File: src/rtl/zint_pkg.sv
// Shared constants for the interrupt-source generator.
//   Raster defaults : H_TOTAL_DEF / V_TOTAL_DEF and the matching counter widths.
//   Config map      : ADDR_HINT, ADDR_VINTL, ADDR_VINTH (address 3 is ignored).
//   Reset values    : HINT_RST / VINT_RST, used for both staged and active copies.
package zint_pkg;

    localparam int H_TOTAL_DEF = 448;
    localparam int V_TOTAL_DEF = 320;
    localparam int HW_DEF      = 9;
    localparam int VW_DEF      = 9;

    localparam int HINT_W      = 8;
    localparam int VINT_W      = 9;

    localparam logic [1:0] ADDR_HINT  = 2'd0;
    localparam logic [1:0] ADDR_VINTL = 2'd1;
    localparam logic [1:0] ADDR_VINTH = 2'd2;

    localparam logic [HINT_W-1:0] HINT_RST = '0;
    localparam logic [VINT_W-1:0] VINT_RST = '0;

endpackage

File: src/rtl/zint_src_raster_cnt.sv
// Raster position counters.
//   clk, res   : clock, asynchronous active-high reset
//   ce         : tick enable; both counters hold while low
//   hcnt       : horizontal position, 0..H_TOTAL-1
//   vcnt       : line number, 0..V_TOTAL-1
//   frame_tick : high on the ce tick where hcnt=0 and vcnt=0
module raster_cnt #(
    parameter int H_TOTAL = 448,
    parameter int V_TOTAL = 320,
    parameter int HW      = 9,
    parameter int VW      = 9
) (
    input  logic          clk,
    input  logic          res,
    input  logic          ce,
    output logic [HW-1:0] hcnt,
    output logic [VW-1:0] vcnt,
    output logic          frame_tick
);

    localparam logic [HW-1:0] H_LAST = HW'(H_TOTAL - 1);
    localparam logic [VW-1:0] V_LAST = VW'(V_TOTAL - 1);

    always_ff @(posedge clk or posedge res) begin
        if (res) begin
            hcnt <= '0;
            vcnt <= '0;
        end else if (ce) begin
            if (hcnt == H_LAST) begin
                hcnt <= '0;
                vcnt <= (vcnt == V_LAST) ? '0 : vcnt + VW'(1);
            end else begin
                hcnt <= hcnt + HW'(1);
            end
        end
    end

    assign frame_tick = ce && (hcnt == '0) && (vcnt == '0);

endmodule

File: src/rtl/zint_src.sv
// Interrupt-source generator feeding the Z80 interrupt controller.
// Produces one-clk start pulses; latching, masking and priority live downstream.
//   clk, res       : clock, asynchronous active-high reset
//   ce             : raster tick enable
//   cfg_we         : config write strobe (one clk)
//   cfg_addr       : 0 HINT[7:0], 1 VINT[7:0], 2 VINT[8] from data bit0, 3 ignored
//   cfg_data       : config write data
//   dma_act        : DMA busy, synchronous to clk
//   hcnt, vcnt     : raster position
//   int_start_frm  : frame INT pulse (line match on line VINT)
//   int_start_lin  : line INT pulse (every line at HINT*2)
//   int_start_dma  : DMA-end INT pulse (falling edge of dma_act)
module zint_src
    import zint_pkg::*;
#(
    parameter int H_TOTAL = H_TOTAL_DEF,
    parameter int V_TOTAL = V_TOTAL_DEF,
    parameter int HW      = HW_DEF,
    parameter int VW      = VW_DEF
) (
    input  logic          clk,
    input  logic          res,
    input  logic          ce,
    input  logic          cfg_we,
    input  logic [1:0]    cfg_addr,
    input  logic [7:0]    cfg_data,
    input  logic          dma_act,
    output logic [HW-1:0] hcnt,
    output logic [VW-1:0] vcnt,
    output logic          int_start_frm,
    output logic          int_start_lin,
    output logic          int_start_dma
);

    logic              frame_tick;
    logic [HINT_W-1:0] hint_stg, hint_act, hint_eff;
    logic [VINT_W-1:0] vint_stg, vint_act, vint_eff;
    logic              hint_in_range, vint_in_range;
    logic              line_match, frame_match;
    logic              dma_act_r;

    raster_cnt #(
        .H_TOTAL (H_TOTAL),
        .V_TOTAL (V_TOTAL),
        .HW      (HW),
        .VW      (VW)
    ) u_raster_cnt (
        .clk        (clk),
        .res        (res),
        .ce         (ce),
        .hcnt       (hcnt),
        .vcnt       (vcnt),
        .frame_tick (frame_tick)
    );

    // Writes only touch the staged copy. The active copy reloads on the frame
    // tick from the staged register as it stood before any same-cycle write.
    always_ff @(posedge clk or posedge res) begin
        if (res) begin
            hint_stg <= HINT_RST;
            vint_stg <= VINT_RST;
            hint_act <= HINT_RST;
            vint_act <= VINT_RST;
        end else begin
            if (frame_tick) begin
                hint_act <= hint_stg;
                vint_act <= vint_stg;
            end
            if (cfg_we) begin
                case (cfg_addr)
                    ADDR_HINT:  hint_stg      <= cfg_data;
                    ADDR_VINTL: vint_stg[7:0] <= cfg_data;
                    ADDR_VINTH: vint_stg[8]   <= cfg_data[0];
                    default:    ;
                endcase
            end
        end
    end

    // On the frame tick itself the reload has not landed yet, so the compare
    // looks through to the staged values; line 0 of the new frame then already
    // uses the new positions.
    always_comb begin
        hint_eff      = frame_tick ? hint_stg : hint_act;
        vint_eff      = frame_tick ? vint_stg : vint_act;
        hint_in_range = 32'({hint_eff, 1'b0}) < 32'(H_TOTAL);
        vint_in_range = 32'(vint_eff) < 32'(V_TOTAL);
        line_match    = ce && !hcnt[0]
                        && (32'(hcnt[HW-1:1]) == 32'(hint_eff))
                        && hint_in_range;
        frame_match   = line_match
                        && (32'(vcnt) == 32'(vint_eff))
                        && vint_in_range;
    end

    // Pulses are re-evaluated every clk, so a ce gap can never stretch them.
    always_ff @(posedge clk or posedge res) begin
        if (res) begin
            int_start_lin <= 1'b0;
            int_start_frm <= 1'b0;
            int_start_dma <= 1'b0;
            dma_act_r     <= 1'b0;
        end else begin
            int_start_lin <= line_match;
            int_start_frm <= frame_match;
            int_start_dma <= dma_act_r && !dma_act;
            dma_act_r     <= dma_act;
        end
    end

endmodule

File: config.mk
export PLATFORM = sky130hd
export DESIGN_NAME = zint_src
export DESIGN_NICKNAME = d
export VERILOG_FILES = /design/src/rtl/zint_pkg.sv /design/src/rtl/zint_src_raster_cnt.sv /design/src/rtl/zint_src.sv
export SDC_FILE = /design/constraint.sdc
export NUM_CORES = 1
export LEC_CHECK = 0
export CAP_MARGIN = 20
export CORE_ASPECT_RATIO = 1.5
export CORE_MARGIN = 2
export CORE_UTILIZATION = 59
export DETAILED_ROUTE_END_ITERATION = 8
export PLACE_DENSITY = 0.85
export SYNTH_ARGS = -nofsm -noshare
export SYNTH_HDL_FRONTEND = slang
export SYNTH_SLANG_ARGS = --single-unit
export TNS_END_PERCENT = 30
File: constraint.sdc
create_clock -name clk -period 5.8 [get_ports clk]
set_clock_uncertainty 0.2 [all_clocks]
set_input_delay 1.16 -clock clk [delete_from_list [all_inputs] [get_ports clk]]
set_output_delay 1.16 -clock clk [all_outputs]
set_load 0.03 [all_outputs]
==> impl_metrics.csv <==
group,metric,value,unit
logic_synthesis,syn-instance-count,237,
critical_path,worst-path-buf-inv,1,
clocking,htree_levels,2,
route,vias,1884,
grt,grt_pass1_vias,1869,
place,gp_congestion,0.827,
layout,diodes,0,
timing,tightestPinTransition,0.933,ns
route,drc,0,
timing,report.final.slew_viol_count,0,
critical_path,arrival,3.58,ns
layout,syn2layout_area_growth,17.5,%
route,wl_per_cell,16.2,um
floorplanning,die_h,87.4,um
clocking,insertion_delay,0.31,ns
timing,tns,0,ns
route,viasPerCell,5.87,
logic_synthesis,synth_fa_ha_area_frac,0.0183,
power_and_ir_drop,irDropWorstVdd,0.193,mV
layout,multiInputGateArea,0.00125,mm2
layout,nets,291,
logic_synthesis,syn_nets,256,
floorplanning,start_util,0.607,
clocking,cts_tree,"yes",
grt,antenna_found_initial,0,
power_and_ir_drop,power.leakage,1.45,nW
critical_path,crit_type,"in -> reg",
logic_synthesis,synth.distinct_cells,37,
layout,fin_util,0.714,
clocking,cts.sinks,56,
timing,hold_viol,0,
job,max-cap-violations,0,
logic_synthesis,yosys_warnings,0,
clocking,path_clk_slew,0.09,ns
route,first_pass_iters,4,
floorplanning,rows,30,
critical_path,critPathLaunchType,"input port",
critical_path,cp.required,5.85,ns
timing,min_period_over_period,0.608,
timing,rsz0062_at_grt,"false",
critical_path,cp_top_family,"simple AND/OR/NAND/NOR gates",
grt,grt_pass1_wl,8.91,mm
critical_path,slowest_delay,0.79,ns
logic_synthesis,yosys.area_share.simple,0.136,
route,ant_nets,0,
layout,drive_above_1_share,0.187,
route,wl,5.21,mm
logic_synthesis,synthMuxAreaShare,0.160,
status,status,"completed",
critical_path,slowest_stage,"nor3_4",
critical_path,crit_fanout,22,
critical_path,critPathCaptureType,"flop",
floorplanning,core-area,0.00450,mm2
clocking,cts_buffers,5,
place,dpl-instance-area,0.00312,mm2
place,portBuffers,35,
place,dp_cells,312,
critical_path,worstPathCellList,"clkdlybuf4s50_1 -> nand3b_1 -> nor3_4 -> mux2_2 -> xnor2_1 -> o2111a_1",
timing,min_period,3.53,ns
logic_synthesis,ys_ff_latch,56,
logic_synthesis,synth_top_family_by_area,"multiplexers",
logic_synthesis,seq_area_frac_synth,0.512,
floorplanning,die_x,59.6,um
logic_synthesis,synth_compound_area_frac,0.0521,
logic_synthesis,syn_area,0.00274,mm2
place,hpwl,4.03,mm
route,drt_iter0_drc,47,
grt,overflow,0,
logic_synthesis,avgSynthCellArea,11.5,um2
worst_hold_path,min_path_type,"reg -> reg",
layout,area.sequential,0.00140,mm2
clocking,cts_buffer_depth,2,
layout,fin_cells,321,
grt,groute.usage.overall,0.227,
grt,grt_max_degree,37,
timing,slew_headroom,0.376,
timing,setup_viol,0,
layout,fillerInstances,345,
clocking,cts_resized,0,
clocking,ctsRootBufferMaster,"clkbuf_8",
floorplanning,die_area,0.00521,mm2
clocking,post-cts-setup-buffers,0,
floorplanning,io_pins,36,
logic_synthesis,synth-xor-area-share,0.0896,
power_and_ir_drop,powerDensity,290,mW/mm2
timing,fmax,284,MHz
layout,stdcell_area,0.00321,mm2
clocking,cts_hold_buffers,0,
==> flip-flops by register name, indices dropped and copies added (netlist names) <==
signal             cells
int_start_dma          1
int_start_lin          1
hint_stg               8
vint_act               9
hint_act               8
u_raster_cnt.hcnt      9
u_raster_cnt.vcnt      9
int_start_frm          1
vint_stg               9
dma_act_r              1
==> stage by stage <==
stage | hold slack [ns] | worst slack, ns | total power (W)
finish | 0.298 | 2.27 | 0.000931
global route | 0.346 | 2.15 | 0.000985
CTS | 0.298 | 2.28 | 0.000937
detailed placement | 0.256 | 1.97 | 0.000731
global placement | 0.253 | 2.00 | 0.000720
floorplan | 0.239 | 2.96 | 0.000647
==> worst paths after layout <==
kind | from | end | slack (ns) | cells after the start
max reg2reg | u_raster_cnt.hcnt[1] | int_start_frm | 2.74 | 7
min | dma_act_r | int_start_dma | 0.30 | 1
min in group asynchronous | res | dma_act_r | 0.96 | 2
min reg2reg | dma_act_r | int_start_dma | 0.30 | 1
max in group asynchronous | res | u_raster_cnt.hcnt[5] | 3.91 | 3
max | ce | int_start_frm | 2.27 | 6
==> layout by cell type (no fill, tap or decap), types with 4 or more instances in the layout <==
cell type,Yosys,final
dfrtp_1,56,56
nand4_1,5,5
inv_1,9,8
ha_1,4,4
nand2_1,17,17
clkbuf_8,0,5
nand3_1,10,10
nor4_1,4,4
o21ai_0,9,9
xnor2_1,11,11
xor2_1,17,17
clkdlybuf4s50_1,0,35
mux2_2,37,37
nor2_1,13,13
==> Yosys cell counts, drive strengths merged <==
master / n / area (um2)
buf: 3 / 27.5
inv: 9 / 33.8
o2111a: 1 / 11.3
mux2: 37 / 417
nor4: 5 / 37.5
a22o: 1 / 8.76
or3: 1 / 6.26
xnor2: 11 / 96.3
clkbuf: 7 / 26.3
dfrtp: 56 / 1400
a21oi: 3 / 15.0
nand3: 10 / 50.1
xor2: 17 / 149
nand2: 17 / 63.8
a2111oi: 1 / 8.76
nor3: 4 / 31.3
nand2b: 3 / 18.8
o41ai: 1 / 8.76
a222oi: 1 / 10.0
nand3b: 3 / 22.5
and3: 1 / 6.26
nand4: 5 / 31.3
nor4b: 1 / 8.76
or4b: 1 / 13.8
o22ai: 2 / 12.5
o31ai: 1 / 7.51
ha: 4 / 50.1
o21ai: 9 / 45.0
nor2b: 3 / 18.8
o211ai: 1 / 7.51
a21o: 1 / 7.51
nor2: 13 / 48.8
nor3b: 2 / 15.0
mux2i: 2 / 20.0
==> final cells by class <==
cell class	instances	area share
Inverter	9	0.0105
Timing Repair Buffer	38	0.119
Tap cell	48	0.0187
Clock buffer	6	0.0226
Multi-Input combinational cell	162	0.388
Clock inverter	2	0.00506
Sequential cell	56	0.436
==> report_power, final <==
group | internal [W] | leakage, nW | total, W | switching (W)
registers | 0.000434 | 0.721 | 0.000502 | 0.0000685
clock network | 0.0000861 | 0.0414 | 0.000209 | 0.000123
logic | 0.000110 | 0.684 | 0.000220 | 0.000110
total | 0.000630 | 1.45 | 0.000931 | 0.000301
==> cell families after synthesis <==
logic type	after synthesis
mux	39
compound gates	22
buf+inv	19
fa+ha+maj	4
simple gates	69
xor+xnor	28
flops	56
==> routing by layer <==
metal	part of all wire	global-route usage	up-vias
met5	0	0	-
met4	0.013	0.0626	0
met3	0.026	0.0431	5
met2	0.54	0.385	46
met1	0.42	0.295	934
li1	-	-	899
Note: power is estimated with default switching activity, not from simulation.
